$ cat src/rtl/link_pkg.sv
// Frame field definitions and TX state encoding shared by the link sender and receiver.
// Pure definitions: no timing, no flow control.
package link_pkg;

  typedef enum logic [2:0] {
    TX_IDLE,
    TX_SYNC,
    TX_ID,
    TX_DATA,
    TX_PARITY,
    TX_GAP
  } txState_t;

  localparam logic [7:0] SYNC_PATTERN = 8'b0111_1110;
  localparam int         FRAME_DATA_W = 8;

  function automatic int max_int(input int a, input int b);
    return (a > b) ? a : b;
  endfunction

endpackage

$ cat src/rtl/link_tx_scheduler_rr_arbiter.sv
// Combinational round-robin arbiter: first set request strictly above i_ptr, wrapping.
// Zero latency; no backpressure, the caller decides when to commit a winner.
module rr_arbiter #(
  parameter int N = 4
) (
  input  logic [N-1:0]         i_req,
  input  logic [$clog2(N)-1:0] i_ptr,
  output logic [N-1:0]         o_grant_onehot,
  output logic [$clog2(N)-1:0] o_grant_idx
);

  localparam int IDX_W = $clog2(N);

  logic             w_found;
  logic [IDX_W-1:0] w_cand;

  // N is a power of two, so the candidate index wraps by plain truncation.
  always_comb begin
    w_found        = 1'b0;
    w_cand         = '0;
    o_grant_onehot = '0;
    o_grant_idx    = '0;
    for (int k = 1; k <= N; k++) begin
      w_cand = i_ptr + IDX_W'(k);
      if (!w_found && i_req[w_cand]) begin
        w_found                = 1'b1;
        o_grant_onehot[w_cand] = 1'b1;
        o_grant_idx            = w_cand;
      end
    end
  end

endmodule

$ cat src/rtl/link_tx_scheduler.sv
// Round-robin serial framer: sync, ID, data, parity, gap; grant and first sync bit one cycle after arbitration.
// Producers hold req until their grant pulse; new requests wait until the line returns to idle.
module link_tx_scheduler
  import link_pkg::*;
#(
  parameter int         NUM_REQ  = 4,
  parameter logic [7:0] SYNC     = SYNC_PATTERN,
  parameter int         GAP_BITS = 2
) (
  input  logic                       clock,
  input  logic                       reset,
  input  logic [NUM_REQ-1:0]         req,
  input  logic [NUM_REQ*8-1:0]       dataIn,
  output logic [NUM_REQ-1:0]         grant,
  output logic                       serialOut,
  output logic                       busy,
  output logic [$clog2(NUM_REQ)-1:0] curId,
  output logic                       frameDone
);

  localparam int ID_W  = $clog2(NUM_REQ);
  localparam int CNT_W = $clog2(max_int(FRAME_DATA_W, GAP_BITS));

  localparam logic [CNT_W-1:0] LAST_BYTE_BIT = CNT_W'(FRAME_DATA_W - 1);
  localparam logic [CNT_W-1:0] LAST_ID_BIT   = CNT_W'(ID_W - 1);
  localparam logic [CNT_W-1:0] LAST_GAP      = CNT_W'(GAP_BITS - 1);
  localparam logic [CNT_W-1:0] PENULT_GAP    = CNT_W'(GAP_BITS - 2);

  txState_t                  r_state;
  logic [CNT_W-1:0]          r_cnt;
  logic [ID_W-1:0]           r_ptr;
  logic [ID_W-1:0]           r_id;
  logic [FRAME_DATA_W-1:0]   r_data;
  logic [NUM_REQ-1:0]        r_grant;
  logic                      r_ser;
  logic                      r_busy;
  logic                      r_done;

  logic [NUM_REQ-1:0]        w_win_onehot;
  logic [ID_W-1:0]           w_win_idx;
  logic [FRAME_DATA_W-1:0]   w_win_data;
  logic [2:0]                w_byte_bit;
  logic [ID_W-1:0]           w_id_bit;
  logic                      w_parity;

  rr_arbiter #(
    .N (NUM_REQ)
  ) u_arb (
    .i_req          (req),
    .i_ptr          (r_ptr),
    .o_grant_onehot (w_win_onehot),
    .o_grant_idx    (w_win_idx)
  );

  // serialOut is registered, so each edge loads the bit for the *next* counter value.
  assign w_win_data = dataIn[FRAME_DATA_W*w_win_idx +: FRAME_DATA_W];
  assign w_byte_bit = 3'(FRAME_DATA_W - 2) - r_cnt[2:0];
  assign w_id_bit   = ID_W'(ID_W - 2) - r_cnt[ID_W-1:0];
  assign w_parity   = ^{r_id, r_data};

  always_ff @(posedge clock or posedge reset) begin
    if (reset) begin
      r_state <= TX_IDLE;
      r_cnt   <= '0;
      r_ptr   <= ID_W'(NUM_REQ - 1);
      r_id    <= '0;
      r_data  <= '0;
      r_grant <= '0;
      r_ser   <= 1'b0;
      r_busy  <= 1'b0;
      r_done  <= 1'b0;
    end else begin
      r_grant <= '0;
      r_done  <= 1'b0;
      case (r_state)
        TX_IDLE: begin
          r_ser  <= 1'b0;
          r_busy <= 1'b0;
          if (|req) begin
            r_state <= TX_SYNC;
            r_cnt   <= '0;
            r_grant <= w_win_onehot;
            r_id    <= w_win_idx;
            r_ptr   <= w_win_idx;
            r_data  <= w_win_data;
            r_ser   <= SYNC[7];
            r_busy  <= 1'b1;
          end
        end
        TX_SYNC: begin
          if (r_cnt == LAST_BYTE_BIT) begin
            r_state <= TX_ID;
            r_cnt   <= '0;
            r_ser   <= r_id[ID_W-1];
          end else begin
            r_cnt <= r_cnt + 1'b1;
            r_ser <= SYNC[w_byte_bit];
          end
        end
        TX_ID: begin
          if (r_cnt == LAST_ID_BIT) begin
            r_state <= TX_DATA;
            r_cnt   <= '0;
            r_ser   <= r_data[FRAME_DATA_W-1];
          end else begin
            r_cnt <= r_cnt + 1'b1;
            r_ser <= r_id[w_id_bit];
          end
        end
        TX_DATA: begin
          if (r_cnt == LAST_BYTE_BIT) begin
            r_state <= TX_PARITY;
            r_cnt   <= '0;
            r_ser   <= w_parity;
          end else begin
            r_cnt <= r_cnt + 1'b1;
            r_ser <= r_data[w_byte_bit];
          end
        end
        TX_PARITY: begin
          r_state <= TX_GAP;
          r_cnt   <= '0;
          r_ser   <= 1'b0;
          r_done  <= (GAP_BITS == 1);
        end
        TX_GAP: begin
          if (r_cnt == LAST_GAP) begin
            r_state <= TX_IDLE;
            r_cnt   <= '0;
            r_busy  <= 1'b0;
          end else begin
            r_cnt  <= r_cnt + 1'b1;
            r_done <= (r_cnt == PENULT_GAP);
          end
        end
        default: begin
          r_state <= TX_IDLE;
          r_cnt   <= '0;
          r_ser   <= 1'b0;
          r_busy  <= 1'b0;
        end
      endcase
    end
  end

  assign grant     = r_grant;
  assign serialOut = r_ser;
  assign busy      = r_busy;
  assign curId     = r_id;
  assign frameDone = r_done;

endmodule

$ cat config.mk
export PLATFORM = sky130hd
export DESIGN_NAME = link_tx_scheduler
export DESIGN_NICKNAME = d
export VERILOG_FILES = /design/src/rtl/link_pkg.sv /design/src/rtl/link_tx_scheduler_rr_arbiter.sv /design/src/rtl/link_tx_scheduler.sv
export SDC_FILE = /design/constraint.sdc
export NUM_CORES = 1
export LEC_CHECK = 0
export ABC_AREA = 1
export ABC_CLOCK_PERIOD_IN_PS = 2300
export CAP_MARGIN = 40
export CORE_MARGIN = 5
export CORE_UTILIZATION = 47
export CTS_CLUSTER_DIAMETER = 50
export DETAILED_ROUTE_END_ITERATION = 10
export HOLD_SLACK_MARGIN = 0.05
export PLACE_DENSITY = 0.77
export SYNTH_ARGS = -nofsm -noshare
export SYNTH_HDL_FRONTEND = slang
export SYNTH_SLANG_ARGS = --single-unit
export TNS_END_PERCENT = 1
$ cat constraint.sdc
create_clock -name clock -period 2.3 [get_ports clock]
set_clock_uncertainty 0.15 [all_clocks]
set_input_delay 0.69 -clock clock [delete_from_list [all_inputs] [get_ports clock]]
set_output_delay 0.69 -clock clock [all_outputs]
set_load 0.03 [all_outputs]
# Yosys cells after proc, flatten, opt, wreduce, memory -nomap -nowiden

Memory sizes are Yosys's and may differ from the RTL's.
Cells that the tools add are included.

Shift-type cells: 1
Order comparisons: 10
Multiplexer cells: 53
Reduce and logical (&&, ||, !) cells: 20
$add $sub $neg: 6
Eq/ne operators: 12
Bitwise operators: 4

Operator list:

| kind                                                                                 | number |
|---|---|
| 32-bit by 6-bit indexed part select with 8-bit output                                | 1 |
| 3-bit 2-to-1 mux                                                                     | 8 |
| 4-bit 2-to-1 mux                                                                     | 6 |
| 1-bit 2-to-1 mux                                                                     | 22 |
| 3-bit case mux with 6 select lines                                                   | 1 |
| 2-bit by 3-bit < comparator with 1-bit output (second input constant)                | 4 |
| 4-bit OR                                                                             | 3 |
| 2-bit inequality test (second input constant)                                        | 5 |
| 10-bit XOR reduction                                                                 | 1 |
| 3-bit == test (second input constant)                                                | 3 |
| 3-bit case mux with 3 select lines                                                   | 1 |
| 1-bit binary-select mux with 2-bit select                                            | 4 |
| 1-bit demux with 2-bit select                                                        | 4 |
| 2-bit by 1-bit greater-or-equal comparator with 1-bit output (second input constant) | 4 |
| 2-bit 2-to-1 mux                                                                     | 4 |
| 4-bit OR reduction                                                                   | 2 |
| 1-bit logical AND                                                                    | 7 |
| 3-bit by 1-bit == test with 1-bit output (second input constant)                     | 2 |
| 3-bit by 2-bit == test with 1-bit output (second input constant)                     | 2 |
| 3-bit logical NOT                                                                    | 2 |
| 5-bit AND reduction                                                                  | 1 |
| 2-bit adder (second input constant)                                                  | 2 |
| 3-bit by 4-bit < comparator with 1-bit output (second input constant)                | 1 |
| 1-bit case mux with 4 select lines                                                   | 1 |
| other kinds (11)                                                                     | 15 |

Output and inout port bits: 9
Register bits: 25
Memories: 1
Word-level logic and storage cells: 116
Memory bits (read-only): 8

Memories:

| name            | words | bits a word | rd ports | clocked after Yosys merged registers in | write ports | line                    | text |
|---|---|---|---|---|---|---|---|
| (no name shown) | 8     | 1           | 1        | 0                                       | 0           | link_tx_scheduler.sv:97 | `r_ser <= SYNC[w_byte_bit];` |

# Depth between registers and ports, before layout

Gate-level depths: netlist (run 1).

Depth after elaboration: 15
Gate-level depth with buffers: 17

# By module

Synthesis (run 1) repeated with hierarchy kept, for this count alone.

Cells, all modules: 319
Area, all modules: 2185.8 µm²

Modules (own cells, without submodules):

| module            | area each (µm²) | instances | cells each |
|---|---|---|---|
| link_tx_scheduler | 1650.3          | 1         | 234 |
| rr_arbiter        | 535.5           | 1         | 85 |

# Worst setup path before layout (run 1)

OpenSTA, ideal clock, no wires.

Path type: register to register
Start point: register r_ptr[0]
End point: register r_data[0]
Stages on the path, launching flop included: 17
Path slack: -68 ps
Library setup time: 117 ps
Path buffers: 1
Arrival time: 2101 ps
Cell sequence: dfstp_2 > buf_6 > inv_6 > ha_1 > inv_1 > nand3_2 > nand2_4 > inv_1 > nand2_1 > nor2_1 > nand3_1 > nand2_2 > inv_2 > nand3_1 > nand2_1 > nand2_1 > nand2_1

Longest elaborated chain between the ends: 14

RTL lines:

| item                                                    | line                               | text |
|---|---|---|
| start, declared                                         | link_tx_scheduler.sv:31            | `logic [ID_W-1:0] r_ptr;` |
| start signal, assigned                                  | link_tx_scheduler.sv:65            | `r_ptr <= ID_W'(NUM_REQ - 1);` |
| start signal, assigned                                  | link_tx_scheduler.sv:84            | `r_ptr <= w_win_idx;` |
| 2-bit by 1-bit adder with 2-bit output                  | link_tx_scheduler_rr_arbiter.sv:24 | `w_cand = i_ptr + IDX_W'(k);` |
| 1-bit binary-select mux with 2-bit select               | link_tx_scheduler_rr_arbiter.sv:25 | `if (!w_found && i_req[w_cand]) begin` |
| 1-bit 2-to-1 mux (implied by the code)                  | link_tx_scheduler_rr_arbiter.sv:25 |  |
| 1-bit 2-to-1 mux                                        | link_tx_scheduler_rr_arbiter.sv:25 |  |
| 1-bit logical NOT                                       | link_tx_scheduler_rr_arbiter.sv:25 |  |
| 1-bit logical AND                                       | link_tx_scheduler_rr_arbiter.sv:25 |  |
| 1-bit 2-to-1 mux                                        | link_tx_scheduler_rr_arbiter.sv:25 |  |
| 1-bit logical NOT                                       | link_tx_scheduler_rr_arbiter.sv:25 |  |
| 1-bit logical AND                                       | link_tx_scheduler_rr_arbiter.sv:25 |  |
| 1-bit 2-to-1 mux                                        | link_tx_scheduler_rr_arbiter.sv:25 |  |
| 1-bit logical NOT                                       | link_tx_scheduler_rr_arbiter.sv:25 |  |
| 1-bit logical AND                                       | link_tx_scheduler_rr_arbiter.sv:25 |  |
| 2-bit 2-to-1 mux *                                      | link_tx_scheduler_rr_arbiter.sv:25 |  |
| 32-bit by 6-bit indexed part select with 8-bit output * | link_tx_scheduler.sv:56            | `assign w_win_data = dataIn[FRAME_DATA_W*w_win_idx +: FRAME_DATA_W];` |
| end signal, assigned                                    | link_tx_scheduler.sv:85            | `r_data <= w_win_data;` |
| end, declared                                           | link_tx_scheduler.sv:33            | `logic [FRAME_DATA_W-1:0] r_data;` |

Mark *: on every way between the ends. The rest lies on a longest branch, timed or not. The select of a mux whose other input is x is not followed.
A chain may end at the register's enable or synchronous reset.

# Worst setup path after layout (run 1)

Start point: register r_ptr[0]
End point: register r_data[4]

The elaborated chain is that of the path after synthesis.

==> summary.md, run 1 <==
The run finished with clean final reports. The net count of the finished layout is 475. Summing over every cut layer, the via total after detailed routing is 2315. For the core occupancy in the finished layout, the log shows 0.6739. Via density per instance: 4.874. The initial antenna violation count was 0.

Post-synthesis cell type count: 33. The via count of the first global-routing pass was 2158; the critical-path maximum fanout was 8. The power spent charging and discharging nets is 2.785 mW.

The floorplan die area came out at 0.006304 mm2. Across all setup checks in the final design, the least slack found is 0.04438 ns. In this run the cell area of the synthesized design comes to 0.002263 mm2.

The global placer's final weighted congestion was 0.9282. The number of clock buffers inserted by TritonCTS was 3. The diode insertion count for antenna repair came out at 0.

STA classifies the critical path startpoint as a flip-flop. The clock insertion delay at the later pin of the skew report is 0.27 ns. The floorplan has 25 rows.

The setup path with the least slack is of type flip-flop to flip-flop. Summed over all cells, the static leakage comes to 1.741 nW. The tools report the number of iterations in the first detailed-routing pass as 4. For the worst max-slew margin expressed relative to the limit, the log shows 0.7661. Data on the critical path is required at its endpoint by 2.36 ns. The most numerous cell type found on the critical path is nand2_1. Setup repair after global routing could not meet its margin everywhere. The peak supply drop was 0.9943 mV; the worst endpoint data arrival time was 2.32 ns. The stage delay of the slowest cell on the critical path was 0.59 ns. The logs give 0.2775 for the sequential-to-total area share from yosys stat and 0 for the hold violation total from the final report. Walking the worst path, the cells encountered are inv_6, ha_4, inv_4, nand3_4, nand2_8, nor2_8, nand4_4, clkbuf_16, nand3_1, nand3_1, nand2_1, nand2_1, nand2_1.

After legalization and detailed placement, the total HPWL measured 4154 um. Counting tap cells, the placed design contains a total of 464 instances. The tools report the worst slack at placement as -0.3751 ns.

The maximum number of pins on one net before global-route repair came out at 26. The internal power of the cells totals 2.706 mW. The library cell used most frequently in the layout, excluding fill and tap cells, is nand2_1. Summed over all layers, the routed wires come to 5156 um. The synthesized design contains 25 register bits. The die height was 79.40 um; the number of routed nets with antenna violations was 0.

The run gives 0.155 as the power share of the sequential group. The clock transition at the register clock pins on the worst setup and hold paths after CTS was 0.09 ns; the final clock period utilization by the worst path was 0.9807. The class of the worst hold path was flip-flop to flip-flop.

Summing all placed instances gives a cell area of 0.002964 mm2. The worst setup path is captured at a flip-flop. Subtracting the final worst setup slack from the clock period gives 2.256 ns. The logs give 348 for the number of standard cells after synthesis and 0.798 for the fraction of power consumed by combinational cells.

The global-route usage over all layers is 0.1683, and the final cell count without fillers is 475. The tool flagged a number of max-cap violations equal to 0. In this run the power density over the cells is 1737 mW/mm2. The hold buffer count at CTS is 0. In the layout the commonest cells are nand2_1, inv_1, clkdlybuf4s50_1, nand3_1, dfrtp_1. In the final timing run, aggregate negative setup slack is 0 ns. For the final number of max-transition violations, the log shows 0. The tree built by TritonCTS fans out to 25 sinks. The x dimension of the die is 79.40 um. The switching share of total power is 0.5072, and the count of H-tree levels built during CTS is 1. TritonCTS built the clock tree. The root buffer cell chosen for the clock tree is clkbuf_8. The worst reg-to-reg setup slack is 0.04 ns, and the total setup violations reported at the end of the flow is 0.

The highest-delay cell along the critical path was dfstp_2. In this run, the number of DRC markers left after iteration 0 of detailed routing was 82. For this run, the top clock speed supported by timing is 443.3 MHz. Counting every net in the synthesized netlist gives 401. The region available for standard cell placement spans 0.004692 mm2.

For this run, the number of Yosys warnings is 0. The logs give 2 for the buffer depth of the longest clock path and 47 for the I/O pin count. During placement, the flow inserted port buffers numbering 46. The finished cells cover 0.003162 mm2. In the final routed layout, each cell accounts on average for 10.85 um. Detailed-route DRC error count: 0. For the overall overflow remaining after global route, the log shows 0.

The mean area per synthesized cell was 6.504 um2. The fraction of layout cells with a size suffix above 1 works out to 0.1591. The initial cell density of the core came out at 0.4824. The measured slew at the worst slew-check pin is 0.3471 ns. The fraction of power consumed by the clock network came out at 0.047.

The post-synthesis to final-layout area growth is 39.69%, and the global-route wire length before repair is 8859 um.
-- stage by stage --
| stage | hold slack (ns) | power [mW] |
|---|---|---|
| global route | 0.3916 | 6.069 |
| global placement | 0.3362 | 4.617 |
| floorplan | 0.3399 | 3.591 |
| CTS | 0.3623 | 5.256 |
| detailed placement | 0.3420 | 4.698 |
| finish | 0.3574 | 5.490 |
-- flip-flops by register name, indices dropped and copies added, names as in the netlist --
| signal | flops |
|---|---|
| busy | 1 |
| grant | 4 |
| curId | 2 |
| frameDone | 1 |
| serialOut | 1 |
| r_ptr | 2 |
| r_data | 8 |
| r_cnt | 3 |
| r_state | 3 |
-- final timing paths --
kind                       startpoint          to  depth (start not counted)
setup / recovery             r_ptr[0]   r_data[4]                         13
hold / removal                   busy        busy                          2
setup reg to reg             r_ptr[0]   r_data[4]                         13
hold reg to reg                  busy        busy                          2
max in group asynchronous       reset    r_ptr[1]                          3
min in group asynchronous       reset  r_state[1]                          3
-- synth_stat cells (all sizes together) --
cell type / n / area (um2)
o21ai: 22 / 110.1
nand4: 1 / 21.27
nand3: 43 / 225.2
a21oi: 11 / 55.05
xnor2: 5 / 43.79
or2: 1 / 6.260
nor2: 15 / 77.57
nand2: 114 / 473.0
ha: 15 / 187.7
clkinv: 1 / 3.750
dfstp: 2 / 52.55
o211ai: 2 / 15.01
clkbuf: 2 / 7.510
inv: 75 / 286.5
xor2: 3 / 26.28
o221ai: 1 / 8.760
o22ai: 4 / 25.02
a22oi: 1 / 7.510
nand3b: 1 / 7.510
a31oi: 1 / 6.260
buf: 4 / 35.03
dfrtp: 23 / 575.6
nor4: 1 / 6.260
-- area by class of cell --
type,count,area [um2]
clock inverters,1,5.005
multi-input cells,243,1394
repair buffers,73,733.2
clock buffers,3,41.29
flip-flops and latches,25,628.1
well taps,54,67.56
inverters,76,292.8
fillers,402,1530
-- per-layer routing --
metal / part of all wire / up-vias / GRT usage
li1: - / 1230 / -
met3: 0.046 / 8 / 0.02032
met2: 0.50 / 59 / 0.3056
met5: 0 / - / 0
met4: 0.011 / 0 / 0.03608
met1: 0.45 / 1018 / 0.2131
-- cell families after synthesis --
logic type	count (synthesis)	share of synthesized area
xor+xnor	8	0.03096
buf+inv	82	0.1470
fa+ha+maj	15	0.08292
flops	25	0.2775
simple gates	176	0.3610
compound gates	42	0.1006
-- critical path: cells and delay by family (launching register included) --
kind	cells	cell delay [ns]
adder cells (fa/ha/maj)	1	0.30
buffers and inverters	3	0.32
flip-flops	1	0.59
AND/OR/NAND/NOR	9	0.83
-- timing repair --
action,CTS,global route
pin swaps,4,12
gates cloned,1,2
resized for setup,7,14
buffers inserted,3,1
setup endpoints to repair,10,11
-- power by group through the flow --
stage               sequential (mW)  combinational (mW)  clock [mW]
finish                        0.851                4.38       0.256
global route                  0.879                4.91       0.282
CTS                           0.851                4.14       0.265
detailed placement            0.856                3.84           0
global placement              0.850                3.77           0
floorplan                     0.971                2.62           0
Power figures use the tool's default switching activity.
==> inputs of run 2 (changes only) <==
--- a/config.mk
+++ b/config.mk
@@ -9,11 +9,11 @@
 export ABC_CLOCK_PERIOD_IN_PS = 2300
 export CAP_MARGIN = 40
 export CORE_MARGIN = 5
-export CORE_UTILIZATION = 47
+export CORE_UTILIZATION = 34
+export CTS_BUF_LIST = sky130_fd_sc_hd__clkbuf_4 sky130_fd_sc_hd__clkbuf_8 sky130_fd_sc_hd__clkbuf_16
 export CTS_CLUSTER_DIAMETER = 50
 export DETAILED_ROUTE_END_ITERATION = 10
 export HOLD_SLACK_MARGIN = 0.05
-export PLACE_DENSITY = 0.77
 export SYNTH_ARGS = -nofsm -noshare
 export SYNTH_HDL_FRONTEND = slang
 export SYNTH_SLANG_ARGS = --single-unit
==> run 2 against run 1 <==
The flow now finishes with violations (setup timing); non-clock buffer count up 6; register-to-register slack worse by 0.07 ns; first-iteration DRC count down 16%; utilization down 16 points; wire length up 11%; fmax down 3.2%; highest routed layer unchanged.
==> summary.md, run 2 (synthesis gave the netlist of run 1 again) <==
Setup repair after global routing could not meet its margin everywhere. The tools report the number of iterations in the first detailed-routing pass as 4 (unchanged). The x dimension of the die was 91.59 um (+15%).

The run gives 489 (+5.4%) as the placed cell count. Depth of the worst register-to-register path: 16 (+3). The buffer depth of the longest clock path came out at 2 (unchanged). The tools report the routed via count as 2331 (+0.69%).

The count of clock tree sinks is 25 (unchanged), and the final cell count without fillers is 503 (+5.9%). The via count of the first global-routing pass was 2222 (+3.0%). For the final critical-path setup slack, the log shows -0.02923 ns (-0.07361 ns). For the maximum number of pins on one net before global-route repair, the log shows 26 (unchanged). The count of H-tree levels built during CTS was 1 (unchanged). TritonCTS built the clock tree. The startpoint identified for the worst register-to-register timing path is r_ptr[0]. The run gives 0.27 ns (about the same) as the clock insertion delay at the later pin of the skew report.

The number of clock buffers inserted by TritonCTS came out at 3 (unchanged). The total wire length after detailed routing was 5725 um (+11%); the total setup violations reported at the end of the flow was 1 (+1). Leaving out fill and tap cells, the most frequent cells in the layout are nand2_1, inv_1, clkdlybuf4s50_1, nand3_1, buf_4. The critical path class was flip-flop to flip-flop. STA classifies the critical path endpoint as a flip-flop. Relative to the synthesized area, the layout overhead comes to 45.49%. The cell sitting at the root of the clock tree is a clkbuf_8. The routed length per instance was 11.38 um (+4.9%). The core occupancy in the finished layout is 0.5128 (-0.1611), and the initial antenna violation count is 0 (unchanged).

For the hold violation total from the final report, the log shows 0 (unchanged). The diode insertion count for antenna repair is 0 (unchanged). For the number of routed nets with antenna violations, the log shows 0 (unchanged). For the storage element area, the log shows 628.1 um2 (unchanged). The run gives 69 (-16%) as the violation count after the first detailed-routing iteration. The logs give 0 (unchanged) for the number of max-cap violations and 0.3524 (-0.1300) for the initial cell density of the core.

The shortest period the worst path allows was 2.329 ns (+0.07361 ns). Count of input and output buffers: 46 (unchanged). Counting flops per register, the top entry is r_data.

The tightest min-delay check is of the flip-flop to flip-flop type. The clock transition at the register clock pins on the worst setup and hold paths after CTS works out to 0.09 ns (about the same). The flow ran to the end, but the final reports show violations. The count of nets after finishing is 480 (+1.1%), and the worst slack at placement is -0.4016 ns (-0.02644 ns). The last element of the critical path is r_data[2]. For the floorplan die area, the log shows 0.008389 mm2 (+33%).

The worst register-to-register path ends at r_data[2]. The HPWL after detailed placement is 4369 um (+5.2%), and the I/O pin count is 47 (unchanged). The global-route usage over all layers is 0.1336 (-0.03479), and the layout filler cell count is 608 (+51%). The measured slew at the worst slew-check pin is 0.3682 ns (+0.02104 ns), and the core box area is 0.006422 mm2 (+37%). For the global-route wire length before repair, the log shows 9673 um (+9.2%). The worst endpoint data arrival time came out at 2.35 ns (+0.03 ns). The via density per instance was 4.634 (-4.9%).

The detailed-route DRC error count is 0 (unchanged). The critical-path maximum fanout works out to 8 (unchanged). The launch point of the worst path is r_ptr[0].

The tools report the highest clock frequency the design can meet as 429.3 MHz (-3.2%). Leaving out fill and tap cells, the most frequent cell in the layout is nand2_1. The run gives 0 (unchanged) as the final number of max-transition violations. Startpoint type of the worst setup path: a flip-flop. The overall overflow remaining after global route was 0 (unchanged). For the worst max-slew margin expressed relative to the limit, the log shows 0.7543 (-0.01184). The checks that failed: setup timing. Die height: 91.59 um (+15%). The number of placement rows is 29 (+16%).

The multi-input combinational cell area is 0.001424 mm2 (+2.2%), and the final clock period utilization by the worst path is 1.013 (+0.03200). The hold buffer count at CTS came out at 0 (unchanged). The fraction of layout cells with a size suffix above 1 works out to 0.1878 (+0.02865).

The flip-flop count of the largest register after layout was 8 (unchanged). The worst reg-to-reg setup slack was -0.03 ns (-0.07 ns). The critical path required time was 2.32 ns (-0.04 ns); the global placer's final weighted congestion was 0.9219 (-0.68%).
[run 2: worst max-delay path: stages (launching register included)]
cell and delay (ns):
dfstp_2 0.59, inv_6 0.04, ha_4 0.30, inv_4 0.04, nand3_4 0.08, nand2_8 0.08, nor2_4 0.12, nand2_2 0.07
nand2_4 0.08, nand2_8 0.09, nand2_8 0.10, buf_8 0.13, nand2_1 0.06, nand3_1 0.08, nand2_1 0.08, nand2_1 0.08
nand2_1 0.05
[run 2: layout make-up]
| type | instances | area share |
|---|---|---|
| clock buffers | 4 | 0.01482 |
| multi-input cells | 242 | 0.4324 |
| flip-flops and latches | 25 | 0.1907 |
| well taps | 77 | 0.02926 |
| inverters | 76 | 0.08891 |
| repair buffers | 79 | 0.2439 |
[run 2: timing repair]
item | in CTS | in global routing
cloned | 0 | 3
pin swaps | 3 | 15
setup endpoints to repair | 10 | 11
gates resized for setup | 6 | 28
setup buffers | 3 | 4
[run 2: worst min path at each step]
stage | slack [ns] | to | cells after the start | from
2_1_floorplan | 0.34 | r_data[0] | 2 | r_data[0]
3_3_place_gp | 0.34 | busy | 2 | busy
3_5_place_dp | 0.34 | busy | 2 | busy
4_1_cts | 0.36 | busy | 2 | busy
5_1_grt | 0.38 | busy | 2 | busy
6_report | 0.36 | serialOut | 2 | serialOut
[run 2: per-stage QoR]
stage | hold WS [ns] | TNS [ns] | cell area, um2
2_1_floorplan | 0.3399 | 0 | 2276
3_3_place_gp | 0.3411 | -4.472 | 3008
3_5_place_dp | 0.3394 | -5.048 | 3008
4_1_cts | 0.3601 | 0 | 3100
5_1_grt | 0.3817 | -0.9251 | 3293
6_report | 0.3551 | -0.02923 | 3293
[run 2: layer usage]
layer	global-route usage	wire length (um)	vias up
met3	0.01488	261	8
met5	0	0	-
met1	0.1813	2679	1026
met2	0.2282	2714	66
li1	-	-	1231
met4	0.02764	70	0
Power of run 2 is not shown: default switching activity piles up to over one toggle a cycle in this logic, so the estimate is an artifact.
==> variant, RTL diff (config.mk and constraints of run 1) <==
Re-encode `txState_t` (6 states) as Gray code, 3 bits wide.
--- a/src/rtl/link_pkg.sv
+++ b/src/rtl/link_pkg.sv
@@ -4,10 +4,10 @@
 
   typedef enum logic [2:0] {
-    TX_IDLE,
-    TX_SYNC,
-    TX_ID,
-    TX_DATA,
-    TX_PARITY,
-    TX_GAP
+    TX_IDLE   = 3'b000,
+    TX_SYNC   = 3'b001,
+    TX_ID     = 3'b011,
+    TX_DATA   = 3'b010,
+    TX_PARITY = 3'b110,
+    TX_GAP    = 3'b111
   } txState_t;
 
Behaviour: same outputs for any inputs over 10 cycles, from zero or initial values and one cycle with reset high; not proved beyond that.
==> variant against run 1 <==
Via count rose by 0.35%; sequential cell count did not move; final area is 0.40% lower; non-clock buffer count unchanged; synthesized area grew 1.7%; routed wire length grew 6.6%; total power increased by 0.80%; sequential share of layout area is 0.079 points higher; worst setup slack better by 0.012 ns; hold slack lost 0.018 ns; critical endpoint is now r_data[1].
==> variant: results (changes against run 1) <==
Critical path
  – Reg2Reg Depth: 15 (+2)
  – Worst setup path endpoint: r_data[1]

Power
  – Internal: 0.00268 W (-0.94%)
  – Leakage: 1.68 nW (-3.4%)
  – Power in sequential cells: 0.000854 W (about the same)
  – P_comb: 0.00442 W (+0.9%)

Place
  – Post-DP HPWL: 4340 um (+4.5%)
  – Cell total after placement: 466 (+0.43%)
  – GP Congestion: 0.902 (-2.9%)
  – Pre-CTS setup slack: -0.381 ns (-0.00598 ns)

Final layout
  – Data buffer area share: 22.5% (-0.66 points)
  – #MultiIn Comb: 236 (-2.9%)
  – Inverters: 68 (-11%)
  – Final core occ: 66.7% (-0.71 points)
  – Fraction of area in registers: 19.9% (+0.079 points)
  – Layout cells sized above 1: 20.2% (+4.3 points)
  – Layout fillers: 398 (-1.0%)
  – Seq cells: 25 (unchanged)

Global routing
  – Total global-route track usage: 17.9% (+1.1 points)
  – Global-route wire length before repair: 9520 um (+7.5%)
  – GR Layer Usage met1: 22.1% (+0.74 points)
  – Met2 usage: 33.0% (+2.5 points)
  – GRT met3 Usage: 1.35% (-0.68 points)

Routing
  – DR WL met3: 217 um (-9.2%)
  – Met1 WL: 2340 um (+1.8%)
  – Via/cell ratio: 4.91 (+0.77%)
  – First-pass detailed-route iteration total: 5 (+1)

STA
  – Slew headroom: 77.0% (+0.43 points)
  – Fin Hold WS: 0.339 ns (-0.0182 ns)

Outcome
  – Status: complete, no violations

Yosys
  – Cell count after synthesis: 334 (-4.0%)
  – Synth top cells by count: nand2_1, inv_1, nand3_1
  – Synth unique cells: 38 (+15%)
  – Synth Net Count: 386 (-3.7%)
  – Register area share after synthesis: 27.3% (-0.45 points)
  – Largest cells by area after synthesis: dfrtp_1, nand2_1, inv_1, nand3_1, ha_1

Floorplan
  – Die ar.: 6400 um^2 (+1.5%)
variant: changes by cell type after synthesis, moves of 2 or more:
cell | run 1 | this run
nand2_1 | 102 | 86
nand2_2 | 9 | 21
inv_1 | 73 | 64
a21oi_1 | 11 | 5
nand2_4 | 3 | 7
nor2_1 | 12 | 8
o21ai_0 | 21 | 17
nand3_1 | 41 | 43
o2111ai_1 | 0 | 2
variant: cells by family (layout without fill, tap and decap cells):
kind of cell / Yosys count / count (layout) / synth area share [%]
compound gates: 35 / 35 / 8.81
flops: 25 / 25 / 27.3
simple gates: 175 / 176 / 38.3
buf+inv: 74 / 145 / 13.7
fa+ha+maj: 14 / 14 / 7.61
mux: 1 / 1 / 0.435
xor+xnor: 10 / 10 / 3.81
variant: what timing repair did:
action                                  4_1_cts  5_1_grt
pin swaps                                     3        8
setup buffers                                 1        1
endpoints found under the setup margin       11       13
hold buffers                                  0        0
gates resized for setup                      11       10
cloned                                        1        0
